===== src/rtl/if_fetch_unit_pkg.sv =====
`default_nettype none
// ============================================================================
// Module  : if_fetch_unit_pkg
// Brief   : Shared widths, NOP constant and fetch entry type for the IF stage.
// Revision: 1.0 - initial release
// ============================================================================
package if_fetch_unit_pkg;

  localparam int c_ADDR_W  = 12;
  localparam int c_INSTR_W = 19;

  localparam logic [c_INSTR_W-1:0] c_NOP = '0;

  typedef struct packed {
    logic [c_INSTR_W-1:0] instr;
    logic [c_ADDR_W-1:0]  pc_plus1;
  } fetch_entry_t;

endpackage
`default_nettype wire


===== src/rtl/if_fetch_unit_if.sv =====
`default_nettype none
// ============================================================================
// Module  : if_fetch_unit_if
// Brief   : Instruction-memory request/response bus (master = fetch unit).
// Revision: 1.0 - initial release
// ============================================================================
interface if_fetch_unit_if
  import if_fetch_unit_pkg::*;
#(
  parameter int ADDR_W  = c_ADDR_W,
  parameter int INSTR_W = c_INSTR_W
);

  logic               imem_req;
  logic [ADDR_W-1:0]  imem_addr;
  logic               imem_ready;
  logic               imem_rvalid;
  logic [INSTR_W-1:0] imem_rdata;

  modport master (
    output imem_req,
    output imem_addr,
    input  imem_ready,
    input  imem_rvalid,
    input  imem_rdata
  );

  modport slave (
    input  imem_req,
    input  imem_addr,
    output imem_ready,
    output imem_rvalid,
    output imem_rdata
  );

endinterface
`default_nettype wire


===== src/rtl/if_fetch_unit_fetch_fifo.sv =====
`default_nettype none
// ============================================================================
// Module  : fetch_fifo
// Brief   : 2-entry synchronous FIFO with flush for buffered fetch responses.
// Revision: 1.0 - initial release
// ============================================================================
module fetch_fifo
  import if_fetch_unit_pkg::*;
#(
  parameter type ENTRY_T = fetch_entry_t
) (
  input  wire logic       clk,
  input  wire logic       rst,
  input  wire logic       i_flush,
  input  wire logic       i_push,
  input  wire logic       i_pop,
  input  wire ENTRY_T     i_data,
  output ENTRY_T          o_data,
  output logic            o_empty,
  output logic [1:0]      o_count
);

  ENTRY_T     r_mem [2];
  logic       r_wr_ptr;
  logic       r_rd_ptr;
  logic [1:0] r_count;

  logic w_do_push;
  logic w_do_pop;

  assign w_do_push = i_push && (r_count != 2'd2);
  assign w_do_pop  = i_pop  && (r_count != 2'd0);

  always_ff @(posedge clk or posedge rst) begin
    if (rst) begin
      r_wr_ptr <= 1'b0;
      r_rd_ptr <= 1'b0;
      r_count  <= 2'd0;
    end else if (i_flush) begin
      r_wr_ptr <= 1'b0;
      r_rd_ptr <= 1'b0;
      r_count  <= 2'd0;
    end else begin
      if (w_do_push) r_wr_ptr <= ~r_wr_ptr;
      if (w_do_pop)  r_rd_ptr <= ~r_rd_ptr;
      r_count <= r_count + {1'b0, w_do_push} - {1'b0, w_do_pop};
    end
  end

  // Storage needs no reset: occupancy alone decides what is readable.
  always_ff @(posedge clk) begin
    if (w_do_push && !i_flush) r_mem[r_wr_ptr] <= i_data;
  end

  assign o_data  = r_mem[r_rd_ptr];
  assign o_empty = (r_count == 2'd0);
  assign o_count = r_count;

endmodule
`default_nettype wire


===== src/rtl/if_fetch_unit.sv =====
`default_nettype none
// ============================================================================
// Module  : if_fetch_unit
// Brief   : Instruction-fetch stage: PC, memory requests, hold register,
//           stall/redirect handling. FETCH_BUF_EN adds a 2-entry response FIFO.
// Revision: 1.0 - initial release
// ============================================================================
module if_fetch_unit
  import if_fetch_unit_pkg::*;
#(
  parameter int                ADDR_W   = c_ADDR_W,
  parameter int                INSTR_W  = c_INSTR_W,
  parameter logic [ADDR_W-1:0] RESET_PC = '0
) (
  input  wire logic               clk,
  input  wire logic               rst,
  input  wire logic               stall,
  input  wire logic               br_taken,
  input  wire logic [ADDR_W-1:0]  br_target,
  if_fetch_unit_if.master         imem,
  output logic [INSTR_W-1:0]      PR0_instruction,
  output logic [ADDR_W-1:0]       PR0_PC_plus1,
  output logic                    fetch_valid
);

  typedef struct packed {
    logic [INSTR_W-1:0] instr;
    logic [ADDR_W-1:0]  pc_plus1;
  } entry_t;

`ifdef FETCH_BUF_EN
  localparam logic [2:0] c_OUT_LIMIT = 3'd2;
`else
  localparam logic [2:0] c_OUT_LIMIT = 3'd1;
`endif

  logic [ADDR_W-1:0] r_pc;
  logic [1:0]        r_out_cnt;
  logic [1:0]        r_drop_cnt;
  logic              r_hold_valid;
  entry_t            r_hold;

  logic       w_req;
  logic       w_accept;
  logic       w_rvalid;
  logic       w_resp_live;
  logic       w_hold_load;
  logic [1:0] w_live_cnt;
  logic [1:0] w_fifo_count;
  entry_t     w_resp_entry;
  entry_t     w_next_entry;
  logic       w_next_valid;

  // Responses with nothing outstanding (e.g. straddling reset) are ignored.
  assign w_rvalid    = imem.imem_rvalid && (r_out_cnt != 2'd0);
  assign w_resp_live = w_rvalid && !br_taken && (r_drop_cnt == 2'd0);
  assign w_hold_load = !stall || !r_hold_valid;

  // Oldest live request address is pc minus the non-dropped requests in flight.
  assign w_live_cnt            = r_out_cnt - r_drop_cnt;
  assign w_resp_entry.instr    = imem.imem_rdata;
  assign w_resp_entry.pc_plus1 = r_pc - ADDR_W'(w_live_cnt) + ADDR_W'(1);

`ifdef FETCH_BUF_EN
  entry_t w_fifo_dout;
  logic   w_fifo_empty;
  logic   w_fifo_push;
  logic   w_fifo_pop;

  assign w_fifo_pop  = w_hold_load && !w_fifo_empty && !br_taken;
  // An empty FIFO is bypassed so the response reaches the hold register directly.
  assign w_fifo_push = w_resp_live && !(w_hold_load && w_fifo_empty);

  fetch_fifo #(
    .ENTRY_T (entry_t)
  ) u_fetch_fifo (
    .clk     (clk),
    .rst     (rst),
    .i_flush (br_taken),
    .i_push  (w_fifo_push),
    .i_pop   (w_fifo_pop),
    .i_data  (w_resp_entry),
    .o_data  (w_fifo_dout),
    .o_empty (w_fifo_empty),
    .o_count (w_fifo_count)
  );

  always_comb begin
    w_next_valid = 1'b0;
    w_next_entry = '0;
    if (!w_fifo_empty) begin
      w_next_valid = 1'b1;
      w_next_entry = w_fifo_dout;
    end else if (w_resp_live) begin
      w_next_valid = 1'b1;
      w_next_entry = w_resp_entry;
    end
  end
`else
  assign w_fifo_count = 2'd0;

  always_comb begin
    w_next_valid = 1'b0;
    w_next_entry = '0;
    if (w_resp_live) begin
      w_next_valid = 1'b1;
      w_next_entry = w_resp_entry;
    end
  end
`endif

  assign w_req = !rst && !stall && !br_taken &&
                 (({1'b0, r_out_cnt} + {1'b0, w_fifo_count}) < c_OUT_LIMIT);
  assign w_accept = w_req && imem.imem_ready;

  always_ff @(posedge clk or posedge rst) begin
    if (rst) begin
      r_pc       <= RESET_PC;
      r_out_cnt  <= 2'd0;
      r_drop_cnt <= 2'd0;
    end else begin
      r_out_cnt <= r_out_cnt + {1'b0, w_accept} - {1'b0, w_rvalid};
      if (br_taken) begin
        r_pc       <= br_target;
        r_drop_cnt <= r_out_cnt - {1'b0, w_rvalid};
      end else begin
        if (w_accept) r_pc <= r_pc + ADDR_W'(1);
        if (w_rvalid && (r_drop_cnt != 2'd0)) r_drop_cnt <= r_drop_cnt - 2'd1;
      end
    end
  end

  always_ff @(posedge clk or posedge rst) begin
    if (rst) begin
      r_hold_valid <= 1'b0;
      r_hold       <= '0;
    end else if (br_taken) begin
      r_hold_valid <= 1'b0;
      r_hold       <= '0;
    end else if (w_hold_load) begin
      r_hold_valid <= w_next_valid;
      r_hold       <= w_next_entry;
    end
  end

  assign imem.imem_req   = w_req;
  assign imem.imem_addr  = r_pc;
  assign PR0_instruction = r_hold_valid ? r_hold.instr : INSTR_W'(c_NOP);
  assign PR0_PC_plus1    = r_hold.pc_plus1;
  assign fetch_valid     = r_hold_valid;

endmodule
`default_nettype wire


===== src/flat_wrapper.sv =====
// flat-port wrapper written by rule: the top's interface ports become plain ports
module if_fetch_unit_flat import if_fetch_unit_pkg::*;
#(
  parameter int                ADDR_W   = c_ADDR_W,
  parameter int                INSTR_W  = c_INSTR_W,
  parameter logic [ADDR_W-1:0] RESET_PC = '0
)
  (clk, rst, stall, br_taken, br_target, PR0_instruction, PR0_PC_plus1, fetch_valid, imem_imem_req, imem_imem_addr, imem_imem_ready, imem_imem_rvalid, imem_imem_rdata);
  if_fetch_unit_if #(.ADDR_W(ADDR_W), .INSTR_W(INSTR_W)) imem_i ();
  input  wire logic clk;
  input  wire logic rst;
  input  wire logic stall;
  input  wire logic br_taken;
  input  wire logic [ADDR_W-1:0] br_target;
  output logic [INSTR_W-1:0] PR0_instruction;
  output logic [ADDR_W-1:0] PR0_PC_plus1;
  output logic fetch_valid;
  output wire logic [$bits(imem_i.imem_req)-1:0] imem_imem_req;
  output wire logic [$bits(imem_i.imem_addr)-1:0] imem_imem_addr;
  input wire logic [$bits(imem_i.imem_ready)-1:0] imem_imem_ready;
  input wire logic [$bits(imem_i.imem_rvalid)-1:0] imem_imem_rvalid;
  input wire logic [$bits(imem_i.imem_rdata)-1:0] imem_imem_rdata;
  assign imem_imem_req = imem_i.imem_req;
  assign imem_imem_addr = imem_i.imem_addr;
  assign imem_i.imem_ready = imem_imem_ready;
  assign imem_i.imem_rvalid = imem_imem_rvalid;
  assign imem_i.imem_rdata = imem_imem_rdata;
  if_fetch_unit #(.ADDR_W(ADDR_W), .INSTR_W(INSTR_W), .RESET_PC(RESET_PC)) u_core (.clk(clk), .rst(rst), .stall(stall), .br_taken(br_taken), .br_target(br_target), .imem(imem_i), .PR0_instruction(PR0_instruction), .PR0_PC_plus1(PR0_PC_plus1), .fetch_valid(fetch_valid));
endmodule

===== config.mk =====
export PLATFORM = sky130hd
export DESIGN_NAME = if_fetch_unit_flat
export DESIGN_NICKNAME = d
export VERILOG_FILES = /design/src/rtl/if_fetch_unit_pkg.sv /design/src/rtl/if_fetch_unit_if.sv /design/src/rtl/if_fetch_unit_fetch_fifo.sv /design/src/rtl/if_fetch_unit.sv /design/src/flat_wrapper.sv
export SDC_FILE = /design/constraint.sdc
export NUM_CORES = 1
export LEC_CHECK = 0
export CORE_MARGIN = 8
export CORE_UTILIZATION = 24
export CTS_CLUSTER_SIZE = 40
export DETAILED_ROUTE_END_ITERATION = 10
export GPL_TIMING_DRIVEN = 0
export PLACE_DENSITY_LB_ADDON = 0.08
export SETUP_SLACK_MARGIN = 0.3
export SLEW_MARGIN = 10
export SYNTH_ARGS = -nofsm -noshare
export SYNTH_HDL_FRONTEND = slang
export SYNTH_SLANG_ARGS = --single-unit
export TNS_END_PERCENT = 20

===== constraint.sdc =====
create_clock -name clk -period 2.6 [get_ports clk]
set_input_delay 0.52 -clock clk [delete_from_list [all_inputs] [get_ports clk]]
set_output_delay 0.52 -clock clk [all_outputs]
set_load 0.01 [all_outputs]

==> impl_metrics.csv, run 1 <==
group,metric,value,unit
worst_setup_path,required,2.77,ns
routing,vias,2411,
clock_network,clock_latency,0.29,ns
synthesis,synth_area,2878,sq um
global_route,grt_pass1_vias,2587,
synthesis,synth_edf_count,0,
timing,slew_violations,0,
finish,nFillCells,1252,
timing,tightest_slew,0.5350,ns
synthesis,synth_top_cell_by_area,"dfrtp_1",
floorplanning,row_count,40,
timing,setup_viol,3,
finish,nets,443,
global_route,gr-usage-met3,0.03357,
run_status,run_status,"finished with violations",
synthesis,ys_seq_area_frac,0.4174,
timing,max_slew_margin,0.6433,
placement,place.port_buffers,80,
timing,grt_setup_unrepaired,"yes",
global_route,gr-usage-met1,0.1378,
flow_run,drv_cap,0,
worst_setup_path,r2r_start,"u_core.r_drop_cnt[0]",
min_path,min_from,"u_core.PR0_PC_plus1[4]",
min_path,whs_path_depth,2,
synthesis,synth_fp_nets,349,
routing,firstDrtPassIters,4,
run_status,violations,"setup timing",
worst_setup_path,cp-end-kind,"flop",
timing,fmax,368.8,MHz
power,total_power,2928,uW
routing,drt_iter0_drc,113,
synthesis,synthMostInstantiatedCell,"dfrtp_1",
worst_setup_path,crit_arrival,2.89,ns
global_route,grt.busiest_layer,"met2",
power,p_leak,0.001924,uW
timing,fin_ws,-0.1117,ns
routing,wl_per_cell,15.66,um
clock_network,ctsHoldBuffers,0,
floorplanning,die_width,125.5,um
clock_network,cts_tree,"done",
finish,fin_area,4180,sq um
clock_network,clockRootBuffer,"clkbuf_16",
floorplanning,start_util,0.2426,
finish,multi_input_area,1520,sq um
floorplanning,core,11860,sq um
clock_network,cts_made_buffers,5,
worst_setup_path,crit_fanout,4,
clock_network,cts_sinks,48,
routing,vias_per_cell,4.566,
placement,pre_cts_ws,-0.3038,ns
finish,seq_area,1201,sq um
global_route,gr-usage-all-layers,0.1067,
synthesis,ys.flop_type,"dfrtp_1",
floorplanning,die_y,125.5,um
placement,dpl-instance-area,3895,sq um
worst_setup_path,rr_endpoint,"u_core.PR0_PC_plus1[11]",
timing,fin_skew,0.007476,ns
finish,antenna_cells,0,
finish,area.growth.synth_to_final,45.26,%
routing,routed_wl,8266,um
finish,fin_cells,528,
timing,period_minus_slack,2.712,ns
synthesis,synth_warnings,0,
worst_setup_path,rrSetupSlack,-0.11,ns
placement,place_inst,514,
floorplanning,die-area,15750,sq um
synthesis,synth_area_leaders,"dfrtp_1, ha_1, a22o_1, and2_1, xnor2_1",
synthesis,synthDominantCellAreaShare,0.4174,
global_route,antenna_found_initial,0,
synthesis,yosysUniqueCellTypes,38,
routing,antenna_left,0,
placement,place_hpwl,6271,um
global_route,grt_pass1_wl,13780,um
worst_setup_path,critPathLaunchType,"flop",
global_route,gr-usage-met2,0.1691,
clock_network,clk_path_buf_depth,2,
clock_network,path_clk_slew,0.07,ns
floorplanning,pin_count,82,
routing,drc,0,
timing,period_share,1.043,
global_route,overflow,0,
worst_setup_path,crit_type,"reg2reg",
synthesis,synth-seq-cells,48,
synthesis,yosys-top-cells-count,"dfrtp_1, a22o_1, ha_1",
worst_setup_path,crit_slowest_cell,"dfrtp_1",
placement,gp_congestion,0.7374,
power,ir_drop,0.3548,mV
synthesis,syn_inst,286,
min_path,hold_class,"reg2reg",
finish,drive_gt1_frac,0.1286,
global_route,grt_max_degree,33,
worst_setup_path,crit_path_max_incr_delay,0.41,ns
timing,hold_violations,0,
min_path,hold_path_end,"u_core.PR0_PC_plus1[4]",
synthesis,syn_area_per_cell,10.06,sq um
worst_setup_path,r2r_cells,12,
synthesis,async_flop_share,1.000,
worst_setup_path,path_cells,"ha_4, xnor2_2, xnor2_1, ha_1, inv_1, ha_2, fa_2, a211oi_4, o21ai_1, a21oi_1, xnor2_1, a22o_1",
worst_setup_path,crit_path_frequent_cell,"xnor2_1",
clock_network,h-tree-depth,2,
power,power_density,700.5,nW/um^2
[routing by layer]
layer | vias to the layer above | wire [um]
li1 | 1193 | -
met4 | 0 | 74
met5 | - | 0
met3 | 5 | 535
met2 | 68 | 3622
met1 | 1145 | 4033
[cell families after synthesis]
logic type / after synthesis / share of synthesized area
AO/OA/AOI/OAI: 87 / 0.2122
AND/OR/NAND/NOR: 64 / 0.1296
flip-flops: 48 / 0.4174
buffers and inverters: 45 / 0.07609
adder cells (fa/ha/maj): 26 / 0.1157
XOR/XNOR: 15 / 0.04565
multiplexers: 1 / 0.003478
[worst max-delay path: cells and delay by family, from the launching register on]
kind | cells | cell delay [ns]
AOI/OAI and AO/OA | 4 | 0.79
xor gates and xnor gates | 3 | 0.37
adders and majority gates | 4 | 1.00
buffers and inverters | 1 | 0.04
DFF | 1 | 0.41
[how the worst max path moves through the flow]
| stage | start | endpoint | slack (ns) |
|---|---|---|---|
| 2_1_floorplan | u_core.r_out_cnt[0] | u_core.PR0_PC_plus1[11] | -0.06 |
| 3_3_place_gp | rst | u_core.r_hold[15] | -0.33 |
| 3_5_place_dp | u_core.r_out_cnt[0] | u_core.PR0_PC_plus1[11] | -0.30 |
| 4_1_cts | u_core.r_drop_cnt[0] | u_core.PR0_PC_plus1[11] | -0.09 |
| 5_1_grt | u_core.r_out_cnt[0] | u_core.PR0_PC_plus1[7] | -0.25 |
| 6_report | u_core.r_drop_cnt[0] | u_core.PR0_PC_plus1[11] | -0.11 |
[cell type report]
class,instances,share of cell area
Inverter,20,0.01826
Tap cell,147,0.04400
Timing Repair Buffer,87,0.2065
Clock buffer,6,0.03322
Multi-Input combinational cell,193,0.3637
Clock inverter,2,0.009279
Buffer,25,0.03771
Sequential cell,48,0.2873
[sequential cells by signal, indices dropped and copies added, names as in the netlist]
register               flops
u_core.imem.imem_addr     12
u_core.r_hold             19
u_core.r_drop_cnt          2
u_core.fetch_valid         1
u_core.r_out_cnt           2
u_core.PR0_PC_plus1       12
[per-stage QoR]
| step | setup TNS (ns) | util | hold WS (ns) |
|---|---|---|---|
| after floorplan | -0.1131 | - | 0.4510 |
| after global placement | -16.62 | 0.3267 | 0.4788 |
| after detailed placement | -1.011 | 0.3284 | 0.4829 |
| after CTS | -0.1541 | 0.3507 | 0.5012 |
| after global routing | -0.6613 | 0.3524 | 0.5108 |
| final | -0.2318 | 0.3524 | 0.4972 |
[report_power, final]
| group | internal [uW] | switching (uW) | total (uW) |
|---|---|---|---|
| logic | 621 | 579 | 1200 |
| clock network | 482 | 297 | 779 |
| registers | 845 | 104 | 949 |
[cell usage in the layout, fill, tap and decap left out, types with 3 or more instances in the layout]
cell,instances
and2_1,20
nand2_1,17
a21oi_1,10
buf_4,18
o211ai_1,3
nand3_1,5
clkbuf_1,7
ha_1,23
xor2_1,3
inv_1,17
a221o_1,3
a21o_1,4
buf_2,3
clkdlybuf4s50_1,78
nor2_1,7
dfrtp_1,48
and3_1,7
o21ai_0,13
a31oi_1,6
clkbuf_16,5
a22o_1,29
o21ai_1,8
xnor2_1,11
[timing repair]
action                                  in CTS  in global routing
hold endpoints to repair                     0                  0
buffers inserted                             4                  2
gates resized for setup                     18                  3
endpoints found under the setup margin      19                 19
pin swaps                                   16                  4
Note: power is estimated with default switching activity, not from simulation.
==> run 2: changes to the inputs <==
--- a/config.mk
+++ b/config.mk
@@ -5,6 +5,7 @@
 export SDC_FILE = /design/constraint.sdc
 export NUM_CORES = 1
 export LEC_CHECK = 0
+export CAP_MARGIN = 20
 export CORE_MARGIN = 8
 export CORE_UTILIZATION = 24
 export CTS_CLUSTER_SIZE = 40
==> run 2 against run 1 <==
The flow still finishes with violations (setup timing). Register-to-register slack is essentially flat. Worst setup slack is the same. Critical path type unchanged. First-iteration DRC count is the same. Hold slack unchanged. Largest power group unchanged. Cell count stayed put. Clock-buffer cell count is the same. Maximum frequency unchanged. Wire length did not move. Non-clock buffer count did not move. Core utilization stayed put. Sequential power is essentially flat.
==> impl_metrics.csv, run 2 (synthesis results as in run 1) <==
group,metric,value,unit
min_path,hold_class,"reg2reg",
routing,drt_iter0_drc,113,
floorplanning,core,11860,sq um
floorplanning,row_count,40,
worst_setup_path,cp-end-kind,"flop",
finish,drive_gt1_frac,0.1286,
clock_network,h-tree-depth,2,
placement,dpl-instance-area,3895,sq um
clock_network,clock_latency,0.29,ns
finish,fin_area,4180,sq um
timing,max_slew_margin,0.6433,
power,power_density,700.5,nW/um^2
worst_setup_path,crit_fanout,4,
finish,nFillCells,1252,
clock_network,cts_made_buffers,5,
floorplanning,die_y,125.5,um
worst_setup_path,critPathLaunchType,"flop",
routing,antenna_left,0,
finish,area.growth.synth_to_final,45.26,%
power,ir_drop,0.3548,mV
timing,grt_setup_unrepaired,"yes",
floorplanning,pin_count,82,
clock_network,path_clk_slew,0.07,ns
finish,layout_common_cells,"clkdlybuf4s50_1, dfrtp_1, a22o_1",
routing,routed_wl,8266,um
finish,final_common_cell,"clkdlybuf4s50_1",
power,p_leak,0.001924,uW
finish,antenna_cells,0,
worst_setup_path,r2r_cells,12,
run_status,violations,"setup timing",
worst_setup_path,required,2.77,ns
timing,slew_violations,0,
finish,largest_reg_flops,19,
global_route,gr-usage-all-layers,0.1067,
floorplanning,die-area,15750,sq um
timing,fin_skew,0.007476,ns
finish,top_register,"u_core.r_hold",
timing,period_minus_slack,2.712,ns
timing,hold_violations,0,
clock_network,clockRootBuffer,"clkbuf_16",
routing,vias_per_cell,4.566,
routing,vias,2411,
clock_network,clk_path_buf_depth,2,
routing,drc,0,
placement,place.port_buffers,80,
min_path,whs_path_depth,2,
placement,gp_congestion,0.7374,
run_status,run_status,"finished with violations",
worst_setup_path,crit_type,"reg2reg",
timing,fmax,368.8,MHz
global_route,grt_pass1_vias,2587,
placement,place_hpwl,6271,um
global_route,grt_max_degree,33,
global_route,grt_pass1_wl,13780,um
global_route,overflow,0,
flow_run,drv_cap,0,
timing,fin_ws,-0.1117,ns
floorplanning,start_util,0.2426,
routing,firstDrtPassIters,4,
timing,whs,0.4972,ns
routing,wl_per_cell,15.66,um
clock_network,cts_tree,"done",
global_route,antenna_found_initial,0,
timing,tightest_slew,0.5350,ns
timing,setup_viol,3,
timing,period_share,1.043,
finish,nets,443,
floorplanning,die_width,125.5,um
clock_network,cts_sinks,48,
worst_setup_path,crit_arrival,2.89,ns
[run 2: cell type report]
| class | count | area, sq um | share of cell area |
|---|---|---|---|
| Multi-Input combinational cell | 193 | 1520 | 0.3637 |
| Sequential cell | 48 | 1201 | 0.2873 |
| Timing Repair Buffer | 87 | 863.3 | 0.2065 |
| Tap cell | 147 | 183.9 | 0.04400 |
| Buffer | 25 | 157.7 | 0.03771 |
| Clock buffer | 6 | 138.9 | 0.03322 |
| Inverter | 20 | 76.32 | 0.01826 |
| Clock inverter | 2 | 38.79 | 0.009279 |
[run 2: stage by stage]
step / power, uW / setup TNS [ns] / setup WS [ns] / cells / util
2_1_floorplan: 1645 / -0.1131 / -0.06418 / 286 / -
3_3_place_gp: 1998 / -16.62 / -0.3304 / 513 / 0.3267
3_5_place_dp: 2005 / -1.011 / -0.3038 / 514 / 0.3284
4_1_cts: 2952 / -0.1541 / -0.09103 / 526 / 0.3507
5_1_grt: 3160 / -0.6613 / -0.2469 / 528 / 0.3524
6_report: 2928 / -0.2318 / -0.1117 / 528 / 0.3524
[run 2: final timing paths]
path,slack (ns),end,startpoint
min in group asynchronous,0.63,u_core.r_out_cnt[1],rst
hold / removal,0.50,u_core.PR0_PC_plus1[4],u_core.PR0_PC_plus1[4]
max in group asynchronous,1.45,u_core.PR0_PC_plus1[9],rst
setup reg to reg,-0.11,u_core.PR0_PC_plus1[11],u_core.r_drop_cnt[0]
hold reg to reg,0.50,u_core.PR0_PC_plus1[4],u_core.PR0_PC_plus1[4]
setup / recovery,-0.11,u_core.PR0_PC_plus1[11],u_core.r_drop_cnt[0]
[run 2: timing repair]
item | in CTS | in global routing
pin swaps | 16 | 4
setup endpoints to repair | 19 | 19
hold buffers | 0 | 0
hold endpoints to repair | 0 | 0
resized for setup | 18 | 3
buffers inserted | 4 | 2
[run 2: power breakdown]
| group | internal [uW] | leakage (uW) | switching, uW |
|---|---|---|---|
| Clock | 482 | 0.0000871 | 297 |
| Combinational | 621 | 0.00120 | 579 |
| Sequential | 845 | 0.000637 | 104 |
| Total | 1950 | 0.00192 | 980 |
[run 2: metal layers]
| metal | track usage | share of wire |
|---|---|---|
| met2 | 0.1691 | 0.44 |
| met3 | 0.03357 | 0.065 |
| met1 | 0.1378 | 0.49 |
| met4 | 0.02507 | 0.0090 |
| met5 | 0 | 0 |
[run 2: worst max-delay path: stages, from the launching register on]
cell and delay (ns):
dfrtp_1 0.41, ha_4 0.17, xnor2_2 0.13, xnor2_1 0.14, ha_1 0.28, inv_1 0.04
ha_2 0.17, fa_2 0.38, a211oi_4 0.31, o21ai_1 0.12, a21oi_1 0.18, xnor2_1 0.10
a22o_1 0.18
==> run 3: changes to the inputs <==
==> constraint.sdc (replaced) <==
create_clock -name clk -period 3.15 [get_ports clk]
set_input_delay 0.63 -clock clk [delete_from_list [all_inputs] [get_ports clk]]
set_output_delay 0.63 -clock clk [all_outputs]
set_load 0.01 [all_outputs]
==> run 3 against run 2 <==
First-iteration DRC count increased by 0.88%. Largest power group unchanged. Cell area down 0.93%. Combinational power is 19% lower. Sequential share of layout area up 0.27 points. The flow now finishes without violations.
==> impl_metrics.csv, run 3 (synthesis results as in run 1) <==
group,metric,value,unit
routing,vias,2375,
finish,antenna_cells,0,
min_path,hold_class,"reg2reg",
routing,drt_iter0_drc,114,
worst_setup_path,cp_num_buf_inv,2,
routing,drc,0,
finish,area.growth.synth_to_final,43.91,%
floorplanning,core,11860,sq um
worst_setup_path,r2r_cells,13,
floorplanning,start_util,0.2426,
clock_network,h-tree-depth,2,
worst_setup_path,rrSetupSlack,0.38,ns
finish,layout_common_cells,"clkdlybuf4s50_1, dfrtp_1, a22o_1",
power,p_int,1592,uW
placement,place_inst,514,
finish,fin_cells,526,
worst_setup_path,crit_path_max_incr_delay,0.40,ns
worst_setup_path,rr_endpoint,"u_core.PR0_PC_plus1[7]",
worst_setup_path,crit_fanout,4,
worst_setup_path,path_delay_family,"adder cells",
timing,slew_violations,0,
timing,setup_viol,0,
routing,vias_per_cell,4.515,
timing,period_minus_slack,2.774,ns
timing,max_slew_margin,0.6276,
finish,seq_area,1201,sq um
clock_network,clock_latency,0.29,ns
run_status,run_status,"finished, final reports clean",
timing,fin_setup_tns,0,ns
finish,top_register,"u_core.r_hold",
global_route,overflow,0,
global_route,antenna_found_initial,0,
clock_network,cts_sinks,48,
timing,fmax,360.5,MHz
worst_setup_path,cp.depth,13,
clock_network,cts_made_buffers,5,
global_route,grt_max_degree,33,
timing,fin_skew,0.006758,ns
timing,period_share,0.8807,
power,total_power,2402,uW
finish,final_util,0.3492,
finish,nFillCells,1239,
worst_setup_path,required,3.33,ns
finish,final_common_cell,"clkdlybuf4s50_1",
worst_setup_path,crit_arrival,2.95,ns
finish,drive_gt1_frac,0.1108,
placement,place.port_buffers,80,
worst_setup_path,crit_slowest_cell,"fa_2",
floorplanning,die_y,125.5,um
routing,antenna_left,0,
worst_setup_path,critPathLaunchType,"flop",
power,combPwrFrac,0.405,
power,power_density,579.9,nW/um^2
power,p_leak,0.001892,uW
placement,place_hpwl,6236,um
routing,firstDrtPassIters,4,
clock_network,clockRootBuffer,"clkbuf_16",
finish,nets,441,
worst_setup_path,crit_type,"reg2reg",
power,seq_power_share,0.325,
global_route,gr-usage-all-layers,0.1068,
power,power_frac_clock,0.270,
routing,routed_wl,8328,um
floorplanning,pin_count,82,
finish,largest_reg_flops,19,
worst_setup_path,path_cells,"inv_2, ha_4, xnor2_2, xnor2_1, ha_1, inv_2, ha_4, fa_2, a211oi_4, o21bai_1, a21oi_1, xnor2_1, a22o_1",
clock_network,clk_path_buf_depth,2,
finish,multi_input_area,1509,sq um
flow_run,drv_cap,0,
worst_setup_path,worstSetupEndpoint,"u_core.PR0_PC_plus1[7]",
clock_network,path_clk_slew,0.07,ns
worst_setup_path,cp-end-kind,"flop",
placement,gp_congestion,0.7428,
floorplanning,die-area,15750,sq um
power,power.switching,809.2,uW
worst_setup_path,startpoint,"u_core.r_out_cnt[0]",
routing,wl_per_cell,15.83,um
global_route,grt_pass1_vias,2544,
floorplanning,row_count,40,
timing,hold_violations,0,
worst_setup_path,r2r_start,"u_core.r_out_cnt[0]",
global_route,grt_pass1_wl,13710,um
clock_network,cts_tree,"done",
power,ir_drop,0.2412,mV
timing,grt_setup_unrepaired,"yes",
power,p_sw_frac,0.3370,
timing,tightest_slew,0.5585,ns
floorplanning,die_width,125.5,um
[run 3: changes by cell type in the layout (fill, tap and decap cells not counted), sizes merged]
cell           change
buf                -2
clkdlybuf4s50      +2
dlygate4sd2        -2
[run 3: worst min path at each step]
| stage | start | to | slack (ns) | cells past startpoint |
|---|---|---|---|---|
| final | u_core.PR0_PC_plus1[4] | u_core.PR0_PC_plus1[4] | 0.49 | 2 |
| after global routing | u_core.r_hold[25] | u_core.r_hold[25] | 0.51 | 1 |
| after CTS | u_core.PR0_PC_plus1[5] | u_core.PR0_PC_plus1[5] | 0.50 | 2 |
| after detailed placement | u_core.PR0_PC_plus1[5] | u_core.PR0_PC_plus1[5] | 0.48 | 2 |
| after global placement | u_core.PR0_PC_plus1[4] | u_core.PR0_PC_plus1[4] | 0.48 | 2 |
| after floorplan | u_core.PR0_PC_plus1[4] | u_core.PR0_PC_plus1[4] | 0.45 | 2 |
[run 3: power groups by stage]
stage          logic [uW]  registers [uW]  clock network, uW
6_report              972             781                649
5_1_grt              1090             794                696
4_1_cts               858             781                673
3_5_place_dp          839             793                  0
3_3_place_gp          835             794                  0
2_1_floorplan         562             779                  0
[run 3: cell type report]
| type | instances | share of cell area |
|---|---|---|
| multi-input cells | 193 | 0.3644 |
| flip-flops and latches | 48 | 0.2900 |
| repair buffers | 85 | 0.2054 |
| well taps | 147 | 0.04441 |
| plain buffers | 25 | 0.03444 |
| clock buffers | 6 | 0.03353 |
| inverters | 20 | 0.01843 |
| clock inverters | 2 | 0.009366 |
[run 3: layer usage]
layer	part of all wire	global-route usage	up-vias	wire, um
li1	-	-	1188	-
met1	0.49	0.1395	1103	4112
met2	0.42	0.1647	79	3512
met3	0.075	0.03825	5	626
met4	0.0091	0.02364	0	76
met5	0	0	-	0
[run 3: per-stage QoR]
| step | worst slack [ns] | hold WS [ns] | area (sq um) |
|---|---|---|---|
| after global routing | 0.2525 | 0.5137 | 4141 |
| after floorplan | 0.3233 | 0.4510 | 2878 |
| after global placement | 0.02190 | 0.4765 | 3862 |
| after detailed placement | 0.0009832 | 0.4793 | 3882 |
| after CTS | 0.1358 | 0.4958 | 4073 |
| final | 0.3757 | 0.4922 | 4141 |
[run 3: worst min-delay path: cells and delay by family, from the launching register on]
kind	cells	cell delay (ns)
AOI/OAI and AO/OA	1	0.06
DFF	1	0.35
and+or+nand+nor	1	0.05
[run 3: timing repair]
| action | in CTS | in global routing |
|---|---|---|
| hold endpoints to repair | 0 | 0 |
| endpoints found under the setup margin | 4 | 6 |
| resized for setup | 1 | 11 |
| hold buffers | 0 | 0 |
| pin swaps | 1 | 13 |
| setup buffers | 1 | 3 |
